==> src/rtl/arith_pkg.sv <==
// Shared types and helpers for the serial arithmetic cells.
package arith_pkg;

    typedef enum logic [1:0] {
        StIdle,
        StRun,
        StDone
    } sub_state_e;

    // Bit-counter width for a given operand width, never below one bit.
    function automatic int unsigned cnt_w(input int unsigned width);
        int unsigned w;
        if (width <= 1) begin
            w = 1;
        end else begin
            w = $clog2(width);
        end
        return w;
    endfunction

endpackage

==> src/rtl/serial_subtractor_if.sv <==
// Operand/result handshake bundle for the bit-serial subtractor.
interface serial_subtractor_if #(
    parameter int unsigned WIDTH = 8
);
    logic             in_valid;
    logic             in_ready;
    logic [WIDTH-1:0] a_in;
    logic [WIDTH-1:0] b_in;
    logic             borrow_in;
    logic             out_valid;
    logic             out_ready;
    logic [WIDTH-1:0] diff;
    logic             borrow_out;
    logic             ovf;

    modport master (
        output in_valid, a_in, b_in, borrow_in, out_ready,
        input  in_ready, out_valid, diff, borrow_out, ovf
    );

    modport slave (
        input  in_valid, a_in, b_in, borrow_in, out_ready,
        output in_ready, out_valid, diff, borrow_out, ovf
    );
endinterface

==> src/rtl/full_subtractor.sv <==
// Combinational one-bit full subtractor: d = a - b - bin, bout is the borrow.
module full_subtractor (
    input  logic a_i,
    input  logic b_i,
    input  logic bin_i,
    output logic d_o,
    output logic bout_o
);
    assign d_o    = a_i ^ b_i ^ bin_i;
    assign bout_o = (~a_i & b_i) | (~(a_i ^ b_i) & bin_i);
endmodule

==> src/rtl/serial_subtractor.sv <==
// Bit-serial A - B - borrow_in, LSB first, one bit per clock.
module serial_subtractor
    import arith_pkg::*;
#(
    parameter int unsigned WIDTH = 8
) (
    input  logic                clk,
    input  logic                rst,
    serial_subtractor_if.slave  bus
);
    localparam int unsigned CntW = cnt_w(WIDTH);

    sub_state_e       state_q, state_d;
    logic [CntW-1:0]  cnt_q, cnt_d;
    logic [WIDTH-1:0] a_q, a_d, b_q, b_d, res_q, res_d;
    logic             bor_q, bor_d;
    logic             a_msb_q, a_msb_d, b_msb_q, b_msb_d;
    logic             d_bit, bout_bit;

    full_subtractor u_fs (
        .a_i    (a_q[0]),
        .b_i    (b_q[0]),
        .bin_i  (bor_q),
        .d_o    (d_bit),
        .bout_o (bout_bit)
    );

    always_comb begin
        state_d = state_q;
        cnt_d   = cnt_q;
        a_d     = a_q;
        b_d     = b_q;
        res_d   = res_q;
        bor_d   = bor_q;
        a_msb_d = a_msb_q;
        b_msb_d = b_msb_q;
        unique case (state_q)
            StIdle: begin
                if (bus.in_valid) begin
                    state_d = StRun;
                    a_d     = bus.a_in;
                    b_d     = bus.b_in;
                    bor_d   = bus.borrow_in;
                    cnt_d   = '0;
                    // Operand signs are lost to shifting, so keep them for ovf.
                    a_msb_d = bus.a_in[WIDTH-1];
                    b_msb_d = bus.b_in[WIDTH-1];
                end
            end
            StRun: begin
                a_d              = a_q >> 1;
                b_d              = b_q >> 1;
                res_d            = res_q >> 1;
                res_d[WIDTH-1]   = d_bit;
                bor_d            = bout_bit;
                cnt_d            = cnt_q + CntW'(1);
                if (cnt_q == CntW'(WIDTH - 1)) begin
                    state_d = StDone;
                end
            end
            StDone: begin
                if (bus.out_ready) begin
                    state_d = StIdle;
                end
            end
            default: state_d = StIdle;
        endcase
    end

    always_ff @(posedge clk) begin
        if (rst) begin
            state_q <= StIdle;
            cnt_q   <= '0;
            a_q     <= '0;
            b_q     <= '0;
            res_q   <= '0;
            bor_q   <= 1'b0;
            a_msb_q <= 1'b0;
            b_msb_q <= 1'b0;
        end else begin
            state_q <= state_d;
            cnt_q   <= cnt_d;
            a_q     <= a_d;
            b_q     <= b_d;
            res_q   <= res_d;
            bor_q   <= bor_d;
            a_msb_q <= a_msb_d;
            b_msb_q <= b_msb_d;
        end
    end

    assign bus.in_ready   = (state_q == StIdle);
    assign bus.out_valid  = (state_q == StDone);
    assign bus.diff       = res_q;
    assign bus.borrow_out = bor_q;
    assign bus.ovf        = (a_msb_q ^ b_msb_q) & (res_q[WIDTH-1] ^ a_msb_q);

endmodule
==> src/flat_wrapper.sv <==
// flat-port wrapper written by rule: the top's interface ports become plain ports
module serial_subtractor_flat import arith_pkg::*;
#(
    parameter int unsigned WIDTH = 8
)
  (clk, rst, bus_in_valid, bus_a_in, bus_b_in, bus_borrow_in, bus_out_ready, bus_in_ready, bus_out_valid, bus_diff, bus_borrow_out, bus_ovf);
  serial_subtractor_if #(.WIDTH(WIDTH)) bus_i ();
  input  logic clk;
  input  logic rst;
  input wire logic [$bits(bus_i.in_valid)-1:0] bus_in_valid;
  input wire logic [$bits(bus_i.a_in)-1:0] bus_a_in;
  input wire logic [$bits(bus_i.b_in)-1:0] bus_b_in;
  input wire logic [$bits(bus_i.borrow_in)-1:0] bus_borrow_in;
  input wire logic [$bits(bus_i.out_ready)-1:0] bus_out_ready;
  output wire logic [$bits(bus_i.in_ready)-1:0] bus_in_ready;
  output wire logic [$bits(bus_i.out_valid)-1:0] bus_out_valid;
  output wire logic [$bits(bus_i.diff)-1:0] bus_diff;
  output wire logic [$bits(bus_i.borrow_out)-1:0] bus_borrow_out;
  output wire logic [$bits(bus_i.ovf)-1:0] bus_ovf;
  assign bus_i.in_valid = bus_in_valid;
  assign bus_i.a_in = bus_a_in;
  assign bus_i.b_in = bus_b_in;
  assign bus_i.borrow_in = bus_borrow_in;
  assign bus_i.out_ready = bus_out_ready;
  assign bus_in_ready = bus_i.in_ready;
  assign bus_out_valid = bus_i.out_valid;
  assign bus_diff = bus_i.diff;
  assign bus_borrow_out = bus_i.borrow_out;
  assign bus_ovf = bus_i.ovf;
  serial_subtractor #(.WIDTH(WIDTH)) u_core (.clk(clk), .rst(rst), .bus(bus_i));
endmodule
==> config.mk <==
export PLATFORM = sky130hd
export DESIGN_NAME = serial_subtractor_flat
export DESIGN_NICKNAME = d
export VERILOG_FILES = /design/src/rtl/arith_pkg.sv /design/src/rtl/serial_subtractor_if.sv /design/src/rtl/full_subtractor.sv /design/src/rtl/serial_subtractor.sv /design/src/flat_wrapper.sv
export SDC_FILE = /design/constraint.sdc
export NUM_CORES = 1
export LEC_CHECK = 0
export ABC_AREA = 1
export BUFFER_PORTS_ARGS = -buffer_cell sky130_fd_sc_hd__buf_2
export CAP_MARGIN = 10
export CORE_MARGIN = 2
export CORE_UTILIZATION = 41
export CTS_CLUSTER_DIAMETER = 80
export CTS_CLUSTER_SIZE = 14
export DETAILED_ROUTE_END_ITERATION = 10
export PLACE_DENSITY = 0.61
export REMOVE_ABC_BUFFERS = 1
export SETUP_SLACK_MARGIN = 0.05
export SLEW_MARGIN = 30
export SYNTH_ARGS = -nofsm -noshare
export SYNTH_HDL_FRONTEND = slang
export SYNTH_HIERARCHICAL = 1
export SYNTH_SLANG_ARGS = --single-unit
==> constraint.sdc <==
create_clock -name clk -period 1.3 [get_ports clk]
set_input_delay 0.065 -clock clk [delete_from_list [all_inputs] [get_ports clk]]
set_output_delay 0.065 -clock clk [all_outputs]
set_load 0.01 [all_outputs]
After elaboration in Yosys (flattened, before gate mapping)
Index checks and enable logic that the tools add are counted.
{ "classes": {"add_sub_neg": 1, "eq_ne": 6, "muxes": 12, "n_bitwise": 10, "reduce_logical": 5} }
{ "op_table": {"columns": ["cell", "n"], "rows": [
  ["case mux 8 bit (2 select lines)", 2],
  ["2-to-1 mux 8 bit", 2],
  ["2-to-1 mux 2 bit", 3],
  ["case mux 2 bit (3 select lines)", 1],
  ["case mux 3 bit (2 select lines)", 1],
  ["inequality test 2 bit, second input constant", 2],
  ["AND reduction 2 bit", 2],
  ["XOR 1 bit", 4],
  ["adder 3 x 1 -> 3 bit, second input constant", 1],
  ["AND 1 bit", 3],
  ["equality test 3 bit, second input constant", 1],
  ["2-to-1 mux 3 bit", 1],
  ["AND reduction 3 bit", 1],
  ["equality test 2 x 1 -> 1 bit, second input constant", 1],
  ["equality test 2 bit, second input constant", 1],
  ["logical NOT 2 bit", 1],
  ["inequality test 2 x 1 -> 1 bit, second input constant", 1],
  ["NOT 1 bit", 2],
  ["case mux 1 bit (2 select lines)", 1],
  ["nonzero test 2 bit", 1],
  ["2-to-1 mux 1 bit", 1],
  ["OR 1 bit", 1]
]} }
{ "word_totals": {"register_bits": 32, "output_inout_bits": 12} }

Logic depth before layout (Yosys ltp)
Gate-level depths: netlist of run 1.
{ "logic_depth": {"word_depth": 5, "ltp_mapped": 7} }

Cells and area by module
The synthesis of run 1 kept the hierarchy.
{ "by_module_without_submodules": {"columns": ["mod", "instances", "cells_each", "area_each_um2"], "rows": [
  ["serial_subtractor", 1, 231, 1531.5],
  ["full_subtractor", 1, 4, 31.3]
]} }

Worst setup path after synthesis of run 1
No wires, ideal clock.
{ "synth_timing": {"path_kind": "reg-to-reg", "start": "register u_core.bor_q, in the netlist u_core/bus.borrow_out", "end": "register u_core.res_q[7], in the netlist u_core/bus.diff[7]", "setup_ns": 0.116, "arrival_time_ns": 1.041, "slack_ns": 0.143, "stages_incl_launch_ff": 5, "synth_period_minus_slack_ns": 1.157, "path_cell_list": "dfxtp_1 inv_1 fa_1 o21ai_0 nor2_1"} }
{ "synth_via": {"elab_chain_len": 1} }
{ "synth_lines": {"columns": ["item", "line_no", "source"], "rows": [
  ["start: declaration", "serial_subtractor.sv:16", "logic bor_q, bor_d;"],
  ["start signal: assignment", "serial_subtractor.sv:86", "bor_q <= bor_d;"],
  ["XOR 1 bit", "full_subtractor.sv:9", "assign d_o = a_i ^ b_i ^ bin_i;"],
  ["via u_core.d_bit", "serial_subtractor.sv:18", "logic d_bit, bout_bit;"],
  ["end signal: assignment", "serial_subtractor.sv:85", "res_q <= res_d;"],
  ["end: declaration", "serial_subtractor.sv:15", "logic [WIDTH-1:0] a_q, a_d, b_q, b_d, res_q, res_d;"]
]} }
The timed path passes the listed nets, and every way through them passes these cells.
A chain may end at the register's enable or synchronous reset.

Final worst setup path of run 1
{ "layout_timing": {"start": "register u_core.state_q[1]", "end": "register u_core.cnt_q[0]"} }
{ "layout_via": {"elab_chain_len": 3, "word_cells_on_any_way": 6, "cone_classes": "2 x eq/ne; 1 x mux; 3 x reduce/logical"} }
{ "layout_lines": {"columns": ["item", "line_no", "source"], "rows": [
  ["start: declaration", "serial_subtractor.sv:13", "sub_state_e state_q, state_d;"],
  ["start signal: assignment", "serial_subtractor.sv:72", "state_q <= StIdle;"],
  ["start signal: assignment", "serial_subtractor.sv:81", "state_q <= state_d;"],
  ["equality test 2 x 1 -> 1 bit or logical NOT 2 bit (tied branches)", "serial_subtractor.sv:37", "unique case (state_q)"],
  ["nonzero test 2 bit (no line) or inequality test 2 bit (tied branches)", null, null],
  ["AND reduction 2 bit (no line)", null, null],
  ["end signal: assignment", "serial_subtractor.sv:82", "cnt_q <= cnt_d;"],
  ["end: declaration", "serial_subtractor.sv:14", "logic [CntW-1:0] cnt_q, cnt_d;"]
]} }
Several ways; a longest one is shown, not always the timed one.

==> results of run 1 <==
## cell usage in the layout (no fill, tap or decap), types with 2 or more instances in the layout
cell type,synthesis,final
a21oi_1,4,4
a21oi_2,4,4
buf_2,7,32
buf_4,1,7
clkbuf_1,0,2
clkbuf_8,0,6
dfxtp_1,32,30
dfxtp_2,0,2
ha_1,2,2
inv_1,25,24
nand2_1,70,70
nand2_2,5,5
nand3_1,17,17
nor2_1,51,51
o21ai_0,10,10
## state kept, by name (all words and copies together) (netlist names)
name,cells
u_core/a_msb_q,1
u_core/bus.diff,8
u_core/b_msb_q,1
u_core/a_q,8
u_core/bus.borrow_out,1
u_core/cnt_q,3
u_core/state_q,2
u_core/b_q,8
## synth_stat cells
| cell type | number | area [um^2] |
|---|---|---|
| a21oi_1 | 4 | 20.0 |
| a21oi_2 | 4 | 35.0 |
| buf_2 | 7 | 35.0 |
| buf_4 | 1 | 7.51 |
| buf_6 | 4 | 45.0 |
| dfxtp_1 | 32 | 641 |
| fa_1 | 1 | 20.0 |
| ha_1 | 2 | 25.0 |
| inv_1 | 25 | 93.8 |
| inv_2 | 1 | 3.75 |
| nand2_1 | 70 | 263 |
| nand2_2 | 5 | 31.3 |
| nand3_1 | 17 | 85.1 |
| nor2_1 | 51 | 191 |
| o21ai_0 | 10 | 50.1 |
| o21ai_4 | 1 | 16.3 |
## power groups by stage
| stage | registers (mW) | logic (mW) | clock network (mW) |
|---|---|---|---|
| 5_1_grt | 1.13 | 0.476 | 0.854 |
| 2_1_floorplan | 1.14 | 0.242 | 0 |
| 6_report | 1.11 | 0.404 | 0.781 |
| 3_5_place_dp | 1.14 | 0.406 | 0 |
| 3_3_place_gp | 1.13 | 0.407 | 0 |
| 4_1_cts | 1.11 | 0.410 | 0.812 |
## worst register-to-register path, stage by stage, from the launching register on
cell and delay (ps):
dfxtp_1 350, inv_2 100, nand2_2 110, clkinvlp_4 220, o21ai_0 210, nor2_1 50
## through the flow
stage / area (um^2) / power (mW)
global placement: 1770 / 1.54
detailed placement: 1770 / 1.54
floorplan: 1480 / 1.39
finish: 1860 / 2.30
global route: 1860 / 2.46
CTS: 1860 / 2.34
## cell type report
class                           count  area, um^2  share of cell area
Tap cell                           48        60.1              0.0322
Timing Repair Buffer               40         233               0.125
Multi-Input combinational cell    165         737               0.395
Inverter                           26         101              0.0544
Clock buffer                        8        90.1              0.0483
Sequential cell                    32         643               0.345
## metal layers
layer / vias up / part of all wire / track usage
met4: 0 / 0.021 / 0.0938
met1: 565 / 0.50 / 0.212
li1: 779 / - / -
met2: 29 / 0.43 / 0.270
met5: - / 0 / 0
met3: 5 / 0.050 / 0.0497
## logic make-up (layout without fill, tap and decap cells)
kind of cell    count (synthesis)  after routing
flops                          32             32
buf+inv                        38             74
simple gates                  143            143
compound gates                 19             19
fa+ha+maj                       3              3
## how the worst max path moves through the flow
stage,from,to,slack [ps],cells after the start
final,u_core/state_q[1]$_SDFFE_PP0P_,u_core/cnt_q[0]$_SDFFE_PP0P_,160,5
after global routing,u_core/state_q[1]$_SDFFE_PP0P_,u_core/cnt_q[0]$_SDFFE_PP0P_,40,5
after CTS,u_core/state_q[0]$_SDFFE_PP0P_,u_core/a_q[3]$_SDFFE_PP0P_,100,6
after detailed placement,u_core/state_q[0]$_SDFFE_PP0P_,u_core/state_q[0]$_SDFFE_PP0P_,60,4
after global placement,u_core/state_q[0]$_SDFFE_PP0P_,u_core/cnt_q[1]$_SDFFE_PP0P_,110,4
after floorplan,u_core/state_q[0]$_SDFFE_PP0P_,u_core/cnt_q[1]$_SDFFE_PP0P_,-220,4
## timing repair
item                                    in CTS  in global routing
hold buffers                                 0                  0
endpoints found under the setup margin       2                 18
gates resized for setup                      1                  2
==> key figures, run 1 <==
Status
  – Status: finished, final reports clean

Floorplan
  – Site row count: 22
  – Chip Height: about 66 um
  – Die area: between 4000 and 5000 um^2
  – Core area: 3660 um^2
  – Die width: around 66 um
  – IO Pins: 33
  – Starting Density: 0.427

Route
  – Average wire per cell in the routed design: around 9.5 um
  – WL final: 3040 um
  – Iteration-0 DRC Markers: 77
  – Pre-Repair DR Iteration Count: 4
  – DRC viols: 0
  – Detailed-route vias per instance: about 4.3
  – Post-DRT Antenna Nets: 0
  – Detailed-route via count: 1378

Clock network
  – Clk pin slew, worst setup/hold paths: around 60 ps
  – CTS buffer count: 5
  – Clock Path Buffers: 2
  – CTS tree: built
  – Worst-Skew Late Latency: approximately 280 ps
  – H-tree lvl count: 2
  – Setup bufs post-CTS: 0
  – Root Driver: clkbuf_8
  – Clk sink count: 32

Worst setup path
  – CP max FO: 13
  – Reg2Reg Depth: 5
  – Top delay family on crit path: flip-flops
  – Slowest-stage cell, CP: dfxtp_1
  – Worst EP required: 1480 ps
  – CP startpoint kind: flip-flop
  – Critical path class: reg2reg
  – Bufs and invs on worst path: 2
  – Crit path largest cell delay: roughly 350 ps
  – CP endpoint kind: flip-flop
  – Internal reg-to-reg setup slack: 160 ps
  – Reg2Reg Capture Point: u_core/cnt_q[0]$_SDFFE_PP0P_
  – Crit path arrival time: approximately 1300 ps
  – Reg-to-reg critical path startpoint: u_core/state_q[1]$_SDFFE_PP0P_
  – Crit path cell chain: inv_2, nand2_2, clkinvlp_4, o21ai_0, nor2_1

Hold path
  – Hold path startpoint: bus_out_ready
  – Hold WC Path Type: in2reg
  – Hold Path Depth: 4
  – WHS Endpoint: u_core/state_q[1]$_SDFFE_PP0P_

Placement
  – I/O Buffers: 32
  – RD Place Congestion: around 0.74
  – Placement Setup Slack: between 50 and 60 ps
  – Detailed Place HPWL: 2100 um
  – Cells after DPL: between 300 and 400

Global route
  – Overflow after GRT: 0
  – First-pass GRT wire length: around 5600 um
  – Largest net degree at the start of global routing: 27
  – Vias in the first global route: around 1300
  – Initial antenna violation count: 0
  – GRT Total Usage: 0.173

Timing
  – Period utilization: 0.878
  – Slew @ Worst Pin: around 240 ps
  – Setup TNS: 0 ps
  – Worst setup margin: approximately 160 ps
  – Final worst path period need: 1140 ps
  – Slew Viols, Final: 0
  – Clk_skew: ~5 ps
  – RSZ-0062 raised after global routing: yes
  – Final Hold Viols: 0
  – FMAX: around 900 MHz
  – Relative slew slack: 0.838
  – Fin Hold WS: 62.8 ps
  – Setup-failing EPs final: 0

Pwr
  – Clock Power Share: 0.340
  – Pwr per Cell Area: about 1200 nW/um^2
  – Leak: 0.943 nW
  – Net Sw Frac: 0.275
  – Internal power: around 1.7 mW
  – Combinational share of power: 0.176
  – Switching power: between 600 and 700 uW
  – Seq pwr share: 0.485
  – Worst VDD drop: just under 0.001 V

Yosys
  – Compound-Gate Fraction of Synth Area: 0.0777
  – Adder-cell share of the synthesized area: 0.0288
  – Simple-gate share of the synthesized area: 0.365
  – Warnings from Yosys: 6
  – Post-Syn Area: approximately 1600 um^2
  – Synth Area in XOR/XNOR: 0
  – Post-synthesis sequential area ratio: 0.410
  – Cells after Synth: between 200 and 250
  – Largest family of logic cells by synthesized area: simple AND/OR/NAND/NOR gates
  – Library cells used by synthesis: 16
  – Average size of a mapped cell: between 6 and 7 um^2
  – FF+latch count, synth: 32
  – Multiplexer area fraction after synthesis: 0

Run
  – Number of max-cap violations: 0

Layout
  – FILL cells: roughly 390
  – Final Core Density: 0.509
  – Layout area overhead: 19.3%
  – Fin cells: approximately 320
  – # nets final: between 200 and 300
  – Share of cells above drive strength 1: 0.221
  – Ant diodes: 0
No activity file was read; power rests on OpenSTA's default activity.
==> run 2: changes to the inputs <==
CAP_MARGIN = 15   (was 10)
GPL_TIMING_DRIVEN = 0   (was not set)
clock period = 1.1 ns   (was 1.3 ns; I/O delays follow)
==> run 2 against run 1 <==
The run now ends with setup timing left. Critical path type unchanged. Largest cell class unchanged. Critical endpoint is now u_core/a_q[3]$_SDFFE_PP0P_. Worst hold slack worse by 8.3 ps. Global-route usage increased by 2.3 points. First-iteration DRC count shrank 13%. Maximum frequency decreased by 2.6%. Die area is the same. Sequential share of layout area fell by 5.8 points. Final cell count rose by 5.3%. Via count up 15%.
==> key figures, run 2 (synthesized netlist as in run 1, its figures left out) <==
Status
  – Status: complete, but fails checks
  – Failing checks: setup timing

Hold path
  – Hold Path Depth: 3 (-1)
  – Hold WC Path Type: in2reg
  – Hold path startpoint: bus_a_in[7]
  – WHS Endpoint: u_core/a_q[7]$_SDFFE_PP0P_

Clock network
  – Clk pin slew, worst setup/hold paths: 70 ps (about the same)
  – Clk sink count: 32 (unchanged)
  – H-tree lvl count: 2 (unchanged)
  – CTS buffer count: 5 (unchanged)
  – Root Driver: clkbuf_8
  – CTS tree: built
  – Worst-Skew Late Latency: 270 ps (about the same)
  – Clock Path Buffers: 2 (unchanged)

Route
  – Detailed-route vias per instance: 4.72 (+9.2%)
  – WL final: 4300 um (+42%)
  – Pre-Repair DR Iteration Count: 4 (unchanged)
  – Iteration-0 DRC Markers: 67 (-13%)
  – Post-DRT Antenna Nets: 0 (unchanged)
  – Average wire per cell in the routed design: 12.8 um (+35%)
  – DRC viols: 0 (unchanged)
  – Detailed-route via count: 1585 (+15%)

Run
  – Number of max-cap violations: 0 (unchanged)

Placement
  – Detailed Place HPWL: 1930 um (-8.1%)
  – I/O Buffers: 32 (unchanged)
  – RD Place Congestion: 0.716 (-3.5%)
  – Area after DPL: 1700 um^2 (-4.1%)
  – Placement Setup Slack: -986 ps (-1040 ps)

Worst setup path
  – Reg2Reg Capture Point: u_core/a_q[3]$_SDFFE_PP0P_
  – CP max FO: 13 (unchanged)
  – Reg2Reg Depth: 5 (unchanged)
  – Crit path arrival time: 1340 ps (+20 ps)
  – Reg-to-reg critical path startpoint: u_core/state_q[0]$_SDFFE_PP0P_
  – Internal reg-to-reg setup slack: -70 ps (-230 ps)
  – CP startpoint kind: flip-flop
  – Worst EP required: 1260 ps (-220 ps)
  – Critical path class: reg2reg
  – CP endpoint kind: flip-flop

Layout
  – Share of cells above drive strength 1: 0.385 (+0.164)
  – Most frequent cells in the layout: nand2_1, nor2_1, buf_2, dfxtp_1, inv_1
  – FILL cells: 334 (-14%)
  – Layout area overhead: 46.0%
  – # nets final: 311 (+5.8%)
  – Design Area, Final: 2280 um^2 (+22%)
  – Ant diodes: 0 (unchanged)
  – Commonest non-fill, non-tap cell in the layout: nand2_1

Pwr
  – Pwr per Cell Area: 1280 nW/um^2 (+3.9%)
  – Worst VDD drop: 0.000823 V (-14%)
  – Leak: 1.08 nW (+14%)

Timing
  – FMAX: 853 MHz (-2.6%)
  – Slew @ Worst Pin: 721 ps (+479 ps)
  – Slew Viols, Final: 0 (unchanged)
  – Clk_skew: 4.57 ps (-0.560 ps)
  – Setup-failing EPs final: 7 (+7)
  – Final Hold Viols: 0 (unchanged)
  – Worst setup margin: -72.1 ps (-230 ps)
  – Final worst path period need: 1170 ps (+30.2 ps)
  – Relative slew slack: 0.519 (-0.319)
  – Period utilization: 1.07 (+0.187)
  – RSZ-0062 raised after global routing: yes

Floorplan
  – Die width: 65.7 um (unchanged)
  – Chip Height: 65.7 um (unchanged)
  – Core area: 3660 um^2 (unchanged)
  – Starting Density: 0.427 (unchanged)
  – Site row count: 22 (unchanged)
  – Die area: 4320 um^2 (unchanged)
  – IO Pins: 33 (unchanged)

Global route
  – GRT Total Usage: 0.196 (+0.0230)
  – Vias in the first global route: 1376 (+4.4%)
  – Initial antenna violation count: 0 (unchanged)
  – First-pass GRT wire length: 6390 um (+14%)
  – Overflow after GRT: 0 (unchanged)
  – Largest net degree at the start of global routing: 25 (-7.4%)
run 2: cell count changes in the layout (fill, tap and decap cells not counted), sizes merged:
cell / before / now
o21ai: 11 / 12
nand2: 75 / 78
clkinvlp: 1 / 2
inv: 25 / 26
buf: 40 / 51
run 2: metal layers:
| metal | routed length [um] | vias to the layer above | global-route usage |
|---|---|---|---|
| met5 | 0 | - | 0 |
| met3 | 152 | 14 | 0.0360 |
| met2 | 2070 | 37 | 0.312 |
| met1 | 1900 | 713 | 0.257 |
| li1 | - | 821 | - |
| met4 | 178 | 0 | 0.0833 |
run 2: worst max-delay path: stages (launching register included):
cell     delay [ps]
dfxtp_4         470
buf_6           130
o21ai_4          70
buf_12          150
nor2_1          170
nor2_1           70
run 2: where the power goes:
part,total [mW],switching (mW),internal [mW]
logic,0.676,0.377,0.299
registers,1.33,0.0753,1.26
clock network,0.918,0.408,0.510
run 2: final cells by class:
cell class                      count  area (um^2)  area share
Timing Repair Buffer               51          399       0.175
Timing Repair inverter              2         16.3     0.00713
Inverter                           26          114      0.0499
Multi-Input combinational cell    169          948       0.416
Sequential cell                    32          654       0.287
Tap cell                           48         60.1      0.0263
Clock buffer                        8         90.1      0.0395
run 2: repair_timing:
item	in CTS	in global routing
endpoints found under the setup margin	35	34
buffers inserted	9	10
resized for setup	30	41
hold buffers	0	0
pin swaps	8	17
gates cloned	4	2
run 2: worst max path at each step:
| stage | from | end | cells past startpoint |
|---|---|---|---|
| detailed placement | u_core/state_q[0]$_SDFFE_PP0P_ | u_core/cnt_q[2]$_SDFFE_PP0P_ | 4 |
| finish | u_core/state_q[0]$_SDFFE_PP0P_ | u_core/a_q[3]$_SDFFE_PP0P_ | 5 |
| global route | u_core/b_q[0]$_SDFFE_PP0P_ | u_core/bus.diff[7]$_SDFFE_PP0N_ | 4 |
| global placement | u_core/state_q[0]$_SDFFE_PP0P_ | u_core/cnt_q[1]$_SDFFE_PP0P_ | 4 |
| floorplan | u_core/state_q[0]$_SDFFE_PP0P_ | u_core/cnt_q[1]$_SDFFE_PP0P_ | 4 |
| CTS | u_core/b_q[0]$_SDFFE_PP0P_ | u_core/bus.diff[7]$_SDFFE_PP0N_ | 4 |
run 2: stage by stage:
step	setup TNS (ps)	utilization	total power, mW	instances	hold WS [ps]
6_report	-279	0.623	2.92	336	54.5
5_1_grt	-1060	0.623	3.10	336	59.2
4_1_cts	-61.9	0.549	2.82	324	47.7
3_5_place_dp	-23850	0.463	1.79	303	342
3_3_place_gp	-24170	0.463	1.79	303	339
2_1_floorplan	-9680	-	1.64	223	117
